<file path="config.mk">
export PLATFORM = sky130hd
export DESIGN_NAME = dcache_tag_ctrl
export DESIGN_NICKNAME = d
export VERILOG_FILES = /design/src/rtl/dcache_tag_pkg.sv /design/src/rtl/dcache_tag_cmp.sv /design/src/rtl/dcache_tag_ctrl.sv
export SDC_FILE = /design/constraint.sdc
export NUM_CORES = 1
export LEC_CHECK = 0
export BUFFER_PORTS_ARGS = -buffer_cell sky130_fd_sc_hd__buf_2
export CAP_MARGIN = 10
export CORE_MARGIN = 3
export CORE_UTILIZATION = 43
export CTS_BUF_LIST = sky130_fd_sc_hd__clkbuf_16
export DETAILED_ROUTE_END_ITERATION = 6
export PLACE_DENSITY = 0.81
export SYNTH_ARGS = -nofsm -noshare
export SYNTH_HDL_FRONTEND = slang
export SYNTH_SLANG_ARGS = --single-unit
</file>
<file path="constraint.sdc">
create_clock -name clk_i -period 4.2 [get_ports clk_i]
set_clock_uncertainty 0.05 [all_clocks]
set_input_delay 0 -clock clk_i [delete_from_list [all_inputs] [get_ports clk_i]]
set_output_delay 0 -clock clk_i [all_outputs]
set_load 0.005 [all_outputs]
</file>
<file path="src/rtl/dcache_tag_pkg.sv">
// Shared definitions for the dcache tag controller: widths, entry field
// positions, FSM state encoding and the entry packing helper.
package dcache_tag_pkg;

  localparam int ADDR_W      = 32;
  localparam int INDEX_W     = 5;
  localparam int OFFSET_W    = 5;
  localparam int TAG_W       = ADDR_W - INDEX_W - OFFSET_W;
  localparam int ENTRY_W     = 26;
  localparam int NUM_ENTRIES = 32;

  // Entry layout: [21:0] tag, [22] dirty, [23] valid, [25:24] reserved
  localparam int TAG_LSB   = 0;
  localparam int TAG_MSB   = TAG_W - 1;
  localparam int DIRTY_BIT = 22;
  localparam int VALID_BIT = 23;

  // Address field positions
  localparam int IDX_LSB  = OFFSET_W;
  localparam int IDX_MSB  = OFFSET_W + INDEX_W - 1;
  localparam int ATAG_LSB = OFFSET_W + INDEX_W;
  localparam int ATAG_MSB = ADDR_W - 1;

  typedef enum logic [1:0] {
    ST_INIT  = 2'd0,
    ST_RUN   = 2'd1,
    ST_FLUSH = 2'd2
  } state_e;

  // Build a RAM word; reserved bits are always written as zero
  function automatic logic [ENTRY_W-1:0] pack_entry(input logic             vbit,
                                                    input logic             dirty,
                                                    input logic [TAG_W-1:0] tag);
    return {2'b00, vbit, dirty, tag};
  endfunction

endpackage

</file>
<file path="src/rtl/dcache_tag_cmp.sv">
// Combinational decode of one tag RAM entry plus the hit compare against the
// lookup tag. Reserved entry bits are ignored.
module dcache_tag_cmp
  import dcache_tag_pkg::*;
(
  input  logic [ENTRY_W-1:0] entry_i,
  input  logic [TAG_W-1:0]   tag_i,
  output logic               hit_o,
  output logic               dirty_o,
  output logic               valid_o,
  output logic [TAG_W-1:0]   tag_o
);

  logic reserved_unused;

  // Split the entry into its fields and compare the stored tag
  always_comb begin
    tag_o           = entry_i[TAG_MSB:TAG_LSB];
    dirty_o         = entry_i[DIRTY_BIT];
    valid_o         = entry_i[VALID_BIT];
    hit_o           = entry_i[VALID_BIT] & (entry_i[TAG_MSB:TAG_LSB] == tag_i);
    reserved_unused = ^entry_i[ENTRY_W-1:VALID_BIT+1];
  end

endmodule

</file>
<file path="src/rtl/dcache_tag_ctrl.sv">
// Dcache tag RAM controller: drives both RAM ports, performs lookup + hit
// compare, applies line-state updates and invalidates all entries after reset
// and on flush (the RAM array itself has no reset).
// Optional build macro DCACHE_TAG_BYPASS_EN: a same-index update+lookup pair is
// accepted together and the response is taken from the update data instead of
// stalling the lookup.
module dcache_tag_ctrl
  import dcache_tag_pkg::*;
(
  input  logic                clk_i,
  input  logic                rst_i,
  input  logic                lookup_valid_i,
  input  logic [ADDR_W-1:0]   lookup_addr_i,
  output logic                lookup_ready_o,
  output logic                resp_valid_o,
  output logic                resp_hit_o,
  output logic                resp_dirty_o,
  output logic                resp_valid_line_o,
  output logic [TAG_W-1:0]    resp_tag_o,
  output logic [INDEX_W-1:0]  resp_index_o,
  input  logic                update_valid_i,
  input  logic [INDEX_W-1:0]  update_index_i,
  input  logic [TAG_W-1:0]    update_tag_i,
  input  logic                update_vbit_i,
  input  logic                update_dirty_i,
  output logic                update_ready_o,
  input  logic                flush_i,
  output logic                flush_busy_o,
  output logic                ram_csb0_o,
  output logic [INDEX_W-1:0]  ram_addr0_o,
  output logic [ENTRY_W-1:0]  ram_din0_o,
  output logic                ram_csb1_o,
  output logic [INDEX_W-1:0]  ram_addr1_o,
  input  logic [ENTRY_W-1:0]  ram_dout1_i
);

  state_e               state_q, state_d;
  logic [INDEX_W-1:0]   cnt_q, cnt_d;
  logic                 resp_valid_q, resp_valid_d;
  logic [TAG_W-1:0]     ltag_q, ltag_d;
  logic [INDEX_W-1:0]   lidx_q, lidx_d;
  logic                 byp_q, byp_d;
  logic [ENTRY_W-1:0]   byp_entry_q, byp_entry_d;

  logic [INDEX_W-1:0]   lk_index_s;
  logic                 same_idx_s;
  logic                 lk_acc_s;
  logic [ENTRY_W-1:0]   resp_entry_s;
  logic                 cmp_hit_s, cmp_dirty_s, cmp_valid_s;
  logic [TAG_W-1:0]     cmp_tag_s;
  logic                 offset_unused;

  assign lk_index_s    = lookup_addr_i[IDX_MSB:IDX_LSB];
  assign same_idx_s    = (update_index_i == lk_index_s);
  assign offset_unused = ^lookup_addr_i[OFFSET_W-1:0];

  // FSM next state, acceptance decisions and RAM port drive
  always_comb begin
    state_d        = state_q;
    cnt_d          = cnt_q;
    lookup_ready_o = 1'b0;
    update_ready_o = 1'b0;
    flush_busy_o   = 1'b0;
    ram_csb0_o     = 1'b1;
    ram_addr0_o    = '0;
    ram_din0_o     = '0;
    ram_csb1_o     = 1'b1;
    ram_addr1_o    = '0;
    lk_acc_s       = 1'b0;
    byp_d          = 1'b0;
    if (rst_i) begin
      flush_busy_o = 1'b1;
      state_d      = ST_INIT;
      cnt_d        = '0;
    end else begin
      case (state_q)
        ST_INIT, ST_FLUSH: begin
          flush_busy_o = 1'b1;
          ram_csb0_o   = 1'b0;
          ram_addr0_o  = cnt_q;
          ram_din0_o   = '0;
          cnt_d        = cnt_q + 5'd1;
          if (cnt_q == 5'd31) begin
            state_d = ST_RUN;
          end else begin
            state_d = state_q;
          end
        end
        ST_RUN: begin
          if (flush_i) begin
            state_d = ST_FLUSH;
            cnt_d   = '0;
          end else begin
            update_ready_o = 1'b1;
`ifdef DCACHE_TAG_BYPASS_EN
            lookup_ready_o = 1'b1;
`else
            // stall the lookup so the RAM never reads and writes one address together
            lookup_ready_o = ~(update_valid_i & same_idx_s);
`endif
            if (update_valid_i) begin
              ram_csb0_o  = 1'b0;
              ram_addr0_o = update_index_i;
              ram_din0_o  = pack_entry(update_vbit_i, update_dirty_i, update_tag_i);
            end else begin
              ram_csb0_o  = 1'b1;
            end
            if (lookup_valid_i && lookup_ready_o) begin
              lk_acc_s = 1'b1;
              if (update_valid_i && same_idx_s) begin
                // only reachable with bypass: answer from the update data
                byp_d = 1'b1;
              end else begin
                ram_csb1_o  = 1'b0;
                ram_addr1_o = lk_index_s;
              end
            end else begin
              lk_acc_s = 1'b0;
            end
          end
        end
        default: begin
          state_d = ST_INIT;
          cnt_d   = '0;
        end
      endcase
    end
  end

  // Next-state values of the lookup response pipeline
  always_comb begin
    resp_valid_d = lk_acc_s;
    ltag_d       = ltag_q;
    lidx_d       = lidx_q;
    byp_entry_d  = byp_entry_q;
    if (lk_acc_s) begin
      ltag_d      = lookup_addr_i[ATAG_MSB:ATAG_LSB];
      lidx_d      = lk_index_s;
      byp_entry_d = pack_entry(update_vbit_i, update_dirty_i, update_tag_i);
    end else begin
      ltag_d = ltag_q;
    end
  end

  // State, counter and response registers with synchronous reset
  always_ff @(posedge clk_i) begin
    if (rst_i) begin
      state_q      <= ST_INIT;
      cnt_q        <= '0;
      resp_valid_q <= 1'b0;
      ltag_q       <= '0;
      lidx_q       <= '0;
      byp_q        <= 1'b0;
      byp_entry_q  <= '0;
    end else begin
      state_q      <= state_d;
      cnt_q        <= cnt_d;
      resp_valid_q <= resp_valid_d;
      ltag_q       <= ltag_d;
      lidx_q       <= lidx_d;
      byp_q        <= byp_d;
      byp_entry_q  <= byp_entry_d;
    end
  end

  // Response entry: RAM read data, or the captured update data on bypass
  always_comb begin
    if (byp_q) begin
      resp_entry_s = byp_entry_q;
    end else begin
      resp_entry_s = ram_dout1_i;
    end
  end

  dcache_tag_cmp u_cmp (
    .entry_i (resp_entry_s),
    .tag_i   (ltag_q),
    .hit_o   (cmp_hit_s),
    .dirty_o (cmp_dirty_s),
    .valid_o (cmp_valid_s),
    .tag_o   (cmp_tag_s)
  );

  // Response outputs, held at zero outside the one-cycle response pulse
  always_comb begin
    resp_valid_o      = resp_valid_q & ~rst_i;
    resp_hit_o        = 1'b0;
    resp_dirty_o      = 1'b0;
    resp_valid_line_o = 1'b0;
    resp_tag_o        = '0;
    resp_index_o      = '0;
    if (resp_valid_o) begin
      resp_hit_o        = cmp_hit_s;
      resp_dirty_o      = cmp_dirty_s;
      resp_valid_line_o = cmp_valid_s;
      resp_tag_o        = cmp_tag_s;
      resp_index_o      = lidx_q;
    end else begin
      resp_hit_o        = 1'b0;
    end
  end

endmodule

</file>
Word level (Yosys, flattened, before mapping)

Cells that the tools add are included.

Add/subtract/negate cells: 1
Eq/ne operators: 7
Mux-type cells: 45
Bitwise logic cells: 7
Reduce and logical (&&, ||, !) cells: 6

Operator list:

| operator                                                               | number |
|---|---|
| 24-bit 2-to-1 mux                                                      | 5 |
| 5-bit 2-to-1 mux                                                       | 10 |
| 1-bit 2-to-1 mux                                                       | 23 |
| 22-bit equality test                                                   | 1 |
| 22-bit 2-to-1 mux                                                      | 1 |
| 5-bit case mux with 2 select lines                                     | 2 |
| 5-bit by 1-bit adder with 5-bit output (second input constant)         | 1 |
| 5-bit equality test                                                    | 1 |
| 5-bit equality test (second input constant)                            | 1 |
| 2-bit 2-to-1 mux                                                       | 2 |
| 2-bit != test (second input constant)                                  | 2 |
| 1-bit NOT                                                              | 4 |
| 2-bit case mux with 2 select lines                                     | 1 |
| 4-bit OR reduction                                                     | 1 |
| 1-bit bitwise AND                                                      | 3 |
| 2-bit by 1-bit equality test with 1-bit output (second input constant) | 1 |
| 2-bit equality test (second input constant)                            | 1 |
| 1-bit logical AND                                                      | 2 |
| 2-bit zero test                                                        | 1 |
| 1-bit case mux with 2 select lines                                     | 1 |
| 2-bit AND reduction                                                    | 1 |
| 2-bit OR reduction                                                     | 1 |

Bits in registers: 60
Output and inout port bits: 72
Logic and storage cells: 73

Longest topological paths before layout

Depth after elaboration: 8
Gate-level depth with buffers: 8
Depth with buffers taken out: 6

Cells and area by module

From an unflattened synthesis, not the netlist that was laid out.

Cell total of the unflattened synthesis: 445
Area total of the unflattened synthesis: 3,668.5 µm²

By module, submodules not included:

| module          | instances | cells an instance | area an instance (µm²) | sequential area each (µm²) |
|---|---|---|---|---|
| dcache_tag_ctrl | 1         | 391               | 3,243.1                | 1,201.2 |
| dcache_tag_cmp  | 1         | 54                | 425.4                  | 0.0 |

Worst setup path before layout

No wires, ideal clock.

Path kind: reg2reg
Start point: register state_q[0]
End point: register byp_entry_q[21]
Setup time: 128 ps
Data arrival time: 1,638 ps
Data required time: 4,022 ps
Setup slack: 2,385 ps
Stages on the path, launching flop included: 8
Path buffers: 2
Clock period less this slack: 1,815 ps
Cells stage by stage: dfxtp_1 -> nor4b_4 -> nand2_1 -> a31oi_4 -> buf_6 -> buf_8 -> mux2i_1 -> nor2_1

Word-level cells in the longest chain between the ends: 3

Ends and longest elaborated chain:

| what                                           | line                   | RTL |
|---|---|---|
| from (decl)                                    | dcache_tag_ctrl.sv:37  | `state_e state_q, state_d;` |
| from (signal assigned)                         | dcache_tag_ctrl.sv:156 | `state_q <= state_d;` |
| 2-bit by 1-bit equality test with 1-bit output | dcache_tag_ctrl.sv:76  | `case (state_q)` |
| 1-bit 2-to-1 mux                               | dcache_tag_ctrl.sv:76  |  |
| 1-bit 2-to-1 mux                               | dcache_tag_ctrl.sv:71  | `if (rst_i) begin` |
| to (signal assigned)                           | dcache_tag_ctrl.sv:162 | `byp_entry_q <= byp_entry_d;` |
| to (decl)                                      | dcache_tag_ctrl.sv:43  | `logic [ENTRY_W-1:0] byp_entry_q, byp_entry_d;` |

No other way between the ends.
A chain may end at the register's enable or synchronous reset.

Worst setup path in the final report

Start point: register byp_q
End point: output resp_hit_o

Word-level cells in the longest chain between the ends: 4

Ends and longest elaborated chain:

| what                   | line                   | RTL |
|---|---|---|
| from (decl)            | dcache_tag_ctrl.sv:42  | `logic byp_q, byp_d;` |
| from (signal assigned) | dcache_tag_ctrl.sv:161 | `byp_q <= byp_d;` |
| 24-bit 2-to-1 mux *    | dcache_tag_ctrl.sv:168 | `if (byp_q) begin` |
| 22-bit equality test   | dcache_tag_cmp.sv:21   | `hit_o = entry_i[VALID_BIT] & (entry_i[TAG_MSB:TAG_LSB] == tag_i);` |
| 1-bit bitwise AND *    | dcache_tag_cmp.sv:21   |  |
| 1-bit 2-to-1 mux *     | dcache_tag_ctrl.sv:192 | `if (resp_valid_o) begin` |
| to (decl)              | dcache_tag_ctrl.sv:16  | `output logic resp_hit_o,` |

Every way passes the cells marked *; elsewhere a longest branch is shown, timed or not.

==> results.json <==
{
  "status": "finished clean",
  "cts_root_buf": "clkbuf_16",
  "r2r_setup_slack_ns": 1.80,
  "worst_path_largest_cell_delay_ns": 0.67,
  "p_per_area_nw_per_um2": 297,
  "avgViaCountPerCell": 5.03,
  "drive_above_1_share": 0.316,
  "critical-path-top-delay-family": "simple AND/OR/NAND/NOR gates",
  "r2r_cells": 6,
  "grtUsageTotal": 0.243,
  "die_x_microns": 92.4,
  "numCtsBuffers": 9,
  "hold_start": "rst_i",
  "io_pins": 164,
  "rr_endpoint": "byp_entry_q[9]",
  "area_growth_pct": 49.9,
  "ys_ff_latch": 60,
  "synth.top_cell.area_share": 0.374,
  "grt_overflow_total": 0,
  "clkTransAtPathRegs_ns": 0.05,
  "cpMaxStageDelayCell": "dfxtp_1",
  "core-area_sq_um": 7020,
  "max_freq_mhz": 359,
  "synth_area_sq_um": 3210,
  "worstMarginPinSlew_ns": 1.03,
  "cp_num_buf_inv": 2,
  "report.final.setup_viol": 0,
  "drc_errors": 0,
  "hold_violations": 0,
  "wl_per_cell_microns": 15.5,
  "fin_crit_sh": 0.663,
  "arrival_ns": 2.73,
  "max_slew_margin": 0.316,
  "dpl.hpwl_microns": 6700,
  "synth_commonest_cells": "nor2_1 (86), mux2i_1 (75), dfxtp_1 (60)",
  "postSynthCellCount": 356,
  "grt_pass1_wl_microns": 16600,
  "ys_types": 34,
  "cp_max_fo": 15,
  "leakagePower_nw": 2.23,
  "critPathLaunchType": "flop",
  "syn_area_per_cell_sq_um": 9.01,
  "synth_most_common_cell": "nor2_1",
  "cts.repair.resized": 0,
  "portBuffers": 154,
  "synthFlopType": "dfxtp_1",
  "required_ns": 4.15,
  "post_cts_buffers": 0,
  "min_path_type": "input port to flop",
  "cp_cell_sequence": "buf_4 > mux2i_1 > xnor2_1 > nor4_1 > nand4_1 > nor3_1 > buf_2",
  "synth_area_leaders": "dfxtp_1 (37%), mux2i_1 (23%), nor2_1 (10%), and2_1 (6.8%), xnor2_1 (4.6%)",
  "vias": 3306,
  "holdPathEnd": "byp_entry_q[14]",
  "min_path_cells": 2,
  "std_cell_rows": 30,
  "drt_first_pass_iters": 4,
  "die_h_microns": 92.4,
  "grt_pass1_vias": 3473,
  "antenna_left": 0,
  "antenna_cells": 0,
  "clockBufferDepth": 2,
  "antenna_found_initial": 0,
  "dpl.cell_count": 589,
  "report.final.slew_viol_count": 0,
  "insertion_delay_ns": 0.31,
  "first_iter_violations": 86,
  "period_minus_slack_ns": 2.78,
  "r2r_start": "state_q[0]",
  "postSynth.asyncResetShare": 0,
  "hold_buffers": 52,
  "h-tree-depth": 3,
  "critical_path_class": "flop to primary output",
  "vdd_drop_max_mv": 0.232,
  "fin_nets": 650,
  "synth_top_cell_by_area": "dfxtp_1",
  "final_cells": 657,
  "drt-total-wl_microns": 10200,
  "dieArea_sq_um": 8540,
  "critPathCaptureType": "primary output",
  "finalWeightedCongestion": 0.799,
  "ys_seq_area_frac": 0.374,
  "cts_tree": "built",
  "ys_warn_count": 0,
  "finalSetupTns_ns": 0,
  "cts.sinks": 60,
  "synth_edf_count": 0,
  "drv_cap": 0,
  "grt_max_degree": 38,
  "rsz0062_at_grt": "no",
  "initial_core_util": 0.457
}
==> worst reg2reg max path, stage by stage (launching register included) <==
cell and delay (ns):
dfxtp_1 0.63, nor4b_4 0.45, nand2_1 0.15, a31oi_4 0.17, buf_4 0.44, mux2i_1 0.30
nor2_1 0.05
==> cell usage in the layout, fill, tap and decap left out, types with 3 or more instances in the layout <==
cell	synthesis	routed
buf_2	4	154
nor2_1	86	86
mux2i_1	75	75
dfxtp_1	60	60
dlygate4sd3_1	0	52
and2_1	35	35
xnor2_1	17	17
xor2_1	11	11
clkbuf_16	0	9
a21oi_1	7	7
nor2b_1	5	5
buf_4	4	5
nand2_1	4	4
nand4_1	3	3
nor4_1	3	3
nand3_1	3	3
a22o_1	3	3
conb_1	1	3
==> registers in the layout, indices dropped and copies added (netlist names) <==
signal	flops
resp_valid_q	1
ltag_q	22
cnt_q	5
state_q	2
lidx_q	5
byp_entry_q	24
byp_q	1
==> worst max-delay path by stage <==
stage / end / cells after the start / start
after global placement: resp_index_o[2] / 6 / rst_i
after global routing: resp_hit_o / 7 / byp_q
after floorplan: byp_entry_q[21] / 7 / state_q[0]
after detailed placement: resp_index_o[2] / 6 / rst_i
after CTS: resp_hit_o / 7 / byp_q
final: resp_hit_o / 7 / byp_q
==> cells by family (layout without fill, tap and decap cells) <==
| group | after synthesis | count (layout) | synth area share |
|---|---|---|---|
| xor gates and xnor gates | 28 | 28 | 0.0764 |
| buffers and inverters | 26 | 229 | 0.0460 |
| adders and majority gates | 2 | 2 | 0.00780 |
| and+or+nand+nor | 149 | 149 | 0.226 |
| other | 1 | 3 | 0.00117 |
| DFF | 60 | 60 | 0.374 |
| muxes | 75 | 75 | 0.234 |
| AOI/OAI and AO/OA | 15 | 15 | 0.0343 |
==> cell type report <==
cell class	count	area, sq um
multi-input cells	272	1870
fillers	548	2210
flip-flops and latches	60	1200
inverters	2	7.51
clock buffers	9	225
well taps	96	120
repair buffers	211	1330
clock inverters	7	58.8
==> metrics by stage <==
stage / area, sq um / setup slack [ns] / utilization / hold slack [ns] / total power [mW]
after CTS: 4810 / 1.43 / 0.685 / 0.162 / 1.43
after floorplan: 3220 / 2.38 / - / -0.0127 / 0.644
after global routing: 4810 / 1.23 / 0.685 / 0.193 / 1.47
after global placement: 4010 / 1.70 / 0.571 / 0.183 / 0.700
final: 4810 / 1.42 / 0.685 / 0.164 / 1.43
after detailed placement: 4010 / 1.68 / 0.571 / 0.194 / 0.702
==> metal layers <==
metal	routed length (microns)	track usage	vias to the layer above
li1	-	-	1577
met1	4150	0.268	1540
met2	5010	0.437	157
met3	710	0.0617	32
met4	323	0.110	0
met5	0	0	-
==> where the power goes <==
group          leakage [nW]  total (mW)  switching [mW]  internal (mW)
registers             0.484       0.578         0.00497          0.573
clock network         0.141       0.694           0.244          0.450
logic                  1.60       0.155          0.0681         0.0873
Note: power is estimated with default switching activity, not from simulation.
